## config.mk

```make
export PLATFORM = sky130hd
export DESIGN_NAME = int_controller
export DESIGN_NICKNAME = d
export VERILOG_FILES = /design/src/rtl/int_controller.sv
export SDC_FILE = /design/constraint.sdc
export NUM_CORES = 1
export LEC_CHECK = 0
export ABC_AREA = 0
export BUFFER_PORTS_ARGS = -buffer_cell sky130_fd_sc_hd__buf_2
export CORE_MARGIN = 8
export CORE_UTILIZATION = 45
export DETAILED_ROUTE_END_ITERATION = 16
export PLACE_DENSITY = 0.74
export SKIP_LAST_GASP = 1
export SLEW_MARGIN = 20
export SYNTH_ARGS = -nofsm -noshare
export SYNTH_HDL_FRONTEND = slang
export SYNTH_SLANG_ARGS = --single-unit
```

## constraint.sdc

```tcl
create_clock -name i_clk -period 1.9 [get_ports i_clk]
set_clock_uncertainty 0.1 [all_clocks]
set_input_delay 0.38 -clock i_clk [delete_from_list [all_inputs] [get_ports i_clk]]
set_output_delay 0.38 -clock i_clk [all_outputs]
set_load 0.03 [all_outputs]
```

## src/rtl/int_controller.sv

```systemverilog
// int_controller: eight-source masked, prioritised interrupt controller with MASK/PEND/STAT/SOFT registers.
// Define INTCTRL_EDGE_DETECT_EN to capture sources on 0->1 edges instead of on every high cycle.
module int_controller (
    input  logic        i_clk,
    input  logic        i_rstn,
    input  logic [1:0]  i_memAddr,
    input  logic [15:0] i_memDataIn,
    input  logic        i_memWrEn,
    output logic [15:0] o_memDataOut,
    input  logic        i_smIsBooted,
    input  logic        i_smStartPause,
    input  logic [7:0]  i_intSrc,
    input  logic        i_intAck,
    input  logic        i_intRet,
    output logic        o_intReq,
    output logic [2:0]  o_intVec
);
    typedef enum logic [1:0] {IDLE, REQ, SERVICE} state_t;
    state_t     r_state;
    logic [7:0] r_mask, r_pend;
    logic       r_gie;
    logic [7:0] w_src_set, w_soft_set, w_w1c, w_ack_clr, w_elig;
    logic       w_pause, w_ack, w_withdraw, w_unused;
    logic [2:0] w_win;

`ifdef INTCTRL_EDGE_DETECT_EN
    logic [7:0] r_src_prev;
    always_ff @(posedge i_clk or negedge i_rstn)
        if (!i_rstn) r_src_prev <= '0;
        else r_src_prev <= i_intSrc;
    assign w_src_set = i_intSrc & ~r_src_prev;
`else
    assign w_src_set = i_intSrc;
`endif

    assign w_unused   = ^i_memDataIn[15:8];
    assign w_pause    = ~i_smIsBooted | i_smStartPause;
    assign w_elig     = r_pend & r_mask & {8{r_gie & ~w_pause}};
    assign w_ack      = (r_state == REQ) & i_intAck;
    assign w_withdraw = ~(r_pend[o_intVec] & r_mask[o_intVec]) | ~r_gie | w_pause;
    assign w_w1c      = (i_memWrEn && i_memAddr == 2'b01) ? i_memDataIn[7:0] : 8'h00;
    assign w_soft_set = (i_memWrEn && i_memAddr == 2'b11) ? i_memDataIn[7:0] : 8'h00;
    assign w_ack_clr  = w_ack ? (8'h01 << o_intVec) : 8'h00;

    // Descending scan so the lowest eligible index is the last one written.
    always_comb begin
        w_win = 3'd0;
        for (int i = 7; i >= 0; i--)
            if (w_elig[i]) w_win = 3'(i);
    end

    always_ff @(posedge i_clk or negedge i_rstn) begin
        if (!i_rstn) begin
            r_mask <= '0;
            r_pend <= '0;
            r_gie  <= 1'b0;
        end else begin
            if (i_memWrEn && i_memAddr == 2'b00) r_mask <= i_memDataIn[7:0];
            if (i_memWrEn && i_memAddr == 2'b10) r_gie <= i_memDataIn[0];
            r_pend <= (r_pend & ~w_w1c & ~w_ack_clr) | w_src_set | w_soft_set;
        end
    end

    always_ff @(posedge i_clk or negedge i_rstn) begin
        if (!i_rstn) begin
            r_state  <= IDLE;
            o_intReq <= 1'b0;
            o_intVec <= 3'd0;
        end else begin
            case (r_state)
                IDLE: if (|w_elig) begin
                    r_state  <= REQ;
                    o_intReq <= 1'b1;
                    o_intVec <= w_win;
                end
                REQ: if (w_ack) begin
                    r_state  <= SERVICE;
                    o_intReq <= 1'b0;
                end else if (w_withdraw) begin
                    r_state  <= IDLE;
                    o_intReq <= 1'b0;
                end
                SERVICE: if (i_intRet) r_state <= IDLE;
                default: r_state <= IDLE;
            endcase
        end
    end

    always_comb
        case (i_memAddr)
            2'b00:   o_memDataOut = {8'h00, r_mask};
            2'b01:   o_memDataOut = {8'h00, r_pend};
            2'b10:   o_memDataOut = {9'h000, o_intVec, 2'b00, r_state == SERVICE, r_gie};
            default: o_memDataOut = 16'h0000;
        endcase
endmodule
```

## Word-level counts from Yosys, hierarchy flattened

Index checks and enable logic that the tools add are counted.
Widths: inputs -> output; s select.

| storage, ports and cells | value |
|---|---|
| memories | 0 |
| bits in read-only memories | 0 |
| input bits | 33 |
| word-level logic and storage cells | 70 |
| output and inout port bits | 20 |
| register bits | 23 |
| latch bits | 0 |
| bits in writable memories | 0 |

| cells by class | value |
|---|---|
| divide/modulo/power cells | 0 |
| reduce and logical (&&, ||, !) cells | 11 |
| bitwise logic cells | 18 |
| add/subtract/negate cells | 0 |
| multipliers | 0 |
| muxes and demuxes | 25 |
| eq/ne operators | 8 |
| shifts and indexed selects | 1 |
| order comparisons | 1 |

Operators with widths:

| kind | number |
|---|---|
| $and 8x8->8 | 4 |
| $mux 3 | 8 |
| $mux 8 | 3 |
| $pmux 8 s3 | 1 |
| $not 8->8 | 2 |
| $or 8x8->8 | 2 |
| $mux 2 | 4 |
| $reduce_or 8->1 | 1 |
| $shl 1x3->8 const A | 1 |
| $bmux 1 s3 | 2 |
| $eq 2x2->1 const B | 3 |
| $pmux 2 s3 | 1 |
| $reduce_and 3->1 | 2 |
| $mux 1 | 5 |
| $eq 2x1->1 const B | 2 |
| $logic_and 1x1->1 | 4 |
| $logic_not 2->1 | 2 |
| $lt 3x4->1 const B | 1 |
| $ne 2x2->1 const B | 2 |
| $not 1->1 | 4 |
| $and 1x1->1 | 3 |
| $ne 3x3->1 const B | 1 |
| $or 1x1->1 | 3 |
| $pmux 1 s2 | 1 |
| 2 further kinds | 2 |

## Depth between registers and ports, before layout

| depth | value |
|---|---|
| word-level depth | 13 |
| gate-level depth with buffers | 5 |
| mapped depth without buffers | 4 |

## Worst setup path after synthesis

No wires, ideal clock.

| path | value |
|---|---|
| kind | input to output |
| start point | input i_memAddr[0] |
| end point | output o_memDataOut[0] |
| path buffers | 1 |
| cell stages on the path | 3 |
| required time | 1.420 ns |
| path slack | 0.040 ns |
| arrival | 1.380 ns |
| path through | buf_2 mux2i_1 o21ai_0 |

| between the ends | value |
|---|---|
| cells in the longest elaborated chain, start to end | 2 |
| elaborated cells on any way between the ends | 4 |
| classes of those cells | eq/ne: 2; mux: 1; reduce/logical: 1 |

Ends and longest elaborated chain:

| what | RTL line | RTL |
|---|---|---|
| start: declaration | 6 | `input logic [1:0] i_memAddr,` |
| $eq 2x2->1, or another cell as far along | 90 | `case (i_memAddr)` |
| $pmux 8 s3 * | 90 |  |
| end: declaration | 9 | `output logic [15:0] o_memDataOut,` |

Mark *: on every way between the ends. The rest lies on a longest branch, timed or not.

## Worst setup path after layout

| path | value |
|---|---|
| start point | register o_intVec[1] |
| end point | output o_memDataOut[5] |

| between the ends | value |
|---|---|
| cells in the longest elaborated chain, start to end | 1 |

Ends and longest elaborated chain:

| what | RTL line | RTL |
|---|---|---|
| start: declaration | 16 | `output logic [2:0] o_intVec` |
| start signal: assignment | 74 | `o_intVec <= w_win;` |
| $pmux 8 s3 | 90 |  |

Every way passes these cells.

==> results.json <==
{
  "setup_viol_count_final": 0,
  "postSynth.asyncResetShare_pct": 100.0,
  "fmax_mhz": 555.4,
  "clockBufferDepth": 2,
  "drive_gt1_share_pct": 32.37,
  "io_pins": 53,
  "power_leakage_nw": 0.8193,
  "start_util_pct": 45.85,
  "nets": 241,
  "grt-ovfl-total": 0,
  "p_per_area_mw_per_mm2": 762.6,
  "seq_area_um2": 576.8,
  "routed-wl-met3_um": 241,
  "rsz0062_at_grt": "no",
  "top_layer": "met4",
  "cts_tree": "yes",
  "antenna_found_initial": 0,
  "worstMarginPinSlew_ps": 518.4,
  "hold_class": "input port to register",
  "worstPathMaxFanout": 11,
  "cts_buffers": 3,
  "routed_wl_mm": 3.915,
  "dieArea_mm2": 0.005420,
  "crit_chain": "buf_4 -> nand2_1 -> o21ai_0 -> buf_2",
  "num-fill-cells": 352,
  "vdd_drop_max_mv": 0.3949,
  "antenna_cells": 0,
  "row_count": 21,
  "critPathLaunch": "o_intVec[1]",
  "grt_pass1_wl_mm": 6.451,
  "synth_area_mm2": 0.001494,
  "setup_tns_ps": 0,
  "grtUsageTotal_pct": 15.49,
  "cpLargestDelayFamily": "flip-flops",
  "finalCritPeriodShare_pct": 94.76,
  "clk_pin_slew_ps": 120,
  "r2r-start": "o_intVec[0]",
  "root_buffer": "clkbuf_4",
  "vias": 1426,
  "gp_congestion": 0.9020,
  "synth.largest_area_cell": "dfrtp_1",
  "hold_viol": 0,
  "endpoint_kind": "output pin",
  "post_synth_num_cell_types": 41,
  "multiInputGateArea_um2": 830.8,
  "cts_max_level": 1,
  "clkSinkCount": 23,
  "synth_top_area_share_pct": 38.53,
  "worst-path-buf-inv": 2,
  "ys_ff_latch": 23,
  "first_global_vias": 1403,
  "drt_drc_violations_left": 0,
  "vias_per_cell": 5.636,
  "synth-edff-count": 0,
  "first_pass_iters": 4,
  "die_w_um": 73.62,
  "syn2layout_area_growth_pct": 21.02,
  "critPathKind": "register to output pin",
  "critPathSlowestCell": "dfrtp_2",
  "synth_warnings": 0,
  "synth_flop_cell": "dfrtp_1",
  "clk_latency_ps": 310,
  "io_buffers": 36,
  "holdCritStartpoint": "i_intRet",
  "grt_max_degree": 24,
  "yosysMostFrequentCell": "dfrtp_1",
  "outcome": "complete, no violations",
  "postRouteAntennaNets": 0,
  "worstPathRequired_ps": 1420,
  "final.min_clock_period_ps": 1800,
  "wl_met2_mm": 1.931,
  "maxSlewViolCount": 0,
  "max_stage_delay_ps": 480,
  "core_area_mm2": 0.003258,
  "drt_iter0_markers": 121,
  "syn_inst": 160,
  "yosys-top-cells-area": "dfrtp_1, mux2_2, mux2i_1",
  "wl_met1_mm": 1.694,
  "die_y_um": 73.62,
  "maxSlewHeadroom_pct": 65.44,
  "wl_per_cell_um": 15.47,
  "critPathArrivalTime_ps": 1320,
  "dp_hpwl_mm": 3.064,
  "cp-start-kind": "register",
  "synth_commonest_cells": "dfrtp_1, nand2_1, o21ai_0, a21oi_1",
  "cap_violations": 0,
  "dpl_cell_area_mm2": 0.001760,
  "synth_seq_area_share_pct": 38.53,
  "fin_area_mm2": 0.001808,
  "avgSynthCellArea_um2": 9.337
}
cell families (layout without fill, tap and decap cells):
group           Yosys count  count (layout)  synth area share (%)
mux                      19              19                 14.66
simple gates             53              53                 19.77
buf+inv                  22              62                 8.124
flops                    23              23                 38.53
compound gates           42              42                 18.68
other cells               1               8                0.2510
per-stage QoR:
step / hold WS (ps) / setup WS [ps] / utilization (%) / cells / total power [mW]
2_1_floorplan: -15.59 / 39.64 / - / 167 / 0.9941
3_3_place_gp: 275.7 / 155.9 / 54.03 / 248 / 1.148
3_5_place_dp: 280.6 / 120.7 / 54.03 / 248 / 1.155
4_1_cts: 140.1 / 0.9921 / 55.15 / 253 / 1.382
5_1_grt: 141.4 / 22.75 / 55.49 / 253 / 1.470
6_report: 145.3 / 99.60 / 55.49 / 253 / 1.379
worst register-to-register path, stage by stage (launching register included):
cell and delay [ps]:
dfrtp_1 540, mux4_2 550, mux2_4 270, o41ai_2 220
power by group:
part	internal, mW	switching, mW	leakage [nW]	total, mW
combinational	0.215	0.289	0.547	0.504
clock	0.0820	0.144	0.0150	0.226
sequential	0.557	0.0915	0.257	0.648
flip-flops by register name, indices dropped and copies added (netlist names):
signal / flops
r_mask: 8
r_pend: 8
o_intVec: 3
r_state: 2
o_intReq: 1
r_gie: 1
final timing paths:
check                                  end  cells after the start  slack, ps
min in group asynchronous         o_intReq                      2        460
setup / recovery           o_memDataOut[5]                      4        100
hold / removal                  r_state[1]                      2        150
hold reg to reg                   o_intReq                      2        430
setup reg to reg                r_state[0]                      3        120
max in group asynchronous      o_intVec[1]                      2        870
per-layer routing:
metal,track usage [%],vias to the layer above
met5,0,-
met4,5.765,0
met3,3.683,5
met2,25.49,43
met1,18.95,706
li1,-,672
cell type report:
class                   instances  area share, %
flip-flops and latches         23          31.90
well taps                      46          3.183
multi-input cells             122          45.95
repair buffers                 49          15.64
clock buffers                   4          1.453
inverters                       9          1.869
cell usage in the layout, fill, tap and decap left out, types with 2 or more instances in the layout:
master and instances:
buf_2 35, dfrtp_1 22, nand2_1 19, o21ai_0 13, buf_4 13, a21oi_1 11, inv_1 9, mux2_2 9
mux2i_1 8, conb_1 8, o221ai_1 6, nand3b_1 5, nand2b_1 4, nand3_1 4, nor3_1 4, nor2_1 3
clkbuf_4 3, nor2b_1 2, nand4_1 2, nand4b_1 2, a22o_1 2, a32o_1 2
what timing repair did:
| item | in CTS | in global routing |
|---|---|---|
| resized for setup | 0 | 3 |
| hold buffers | 1 | 0 |
| hold endpoints to repair | 23 | 0 |
| buffers inserted | 0 | 0 |
| setup endpoints to repair | 0 | 2 |
Note: power is estimated with default switching activity, not from simulation.
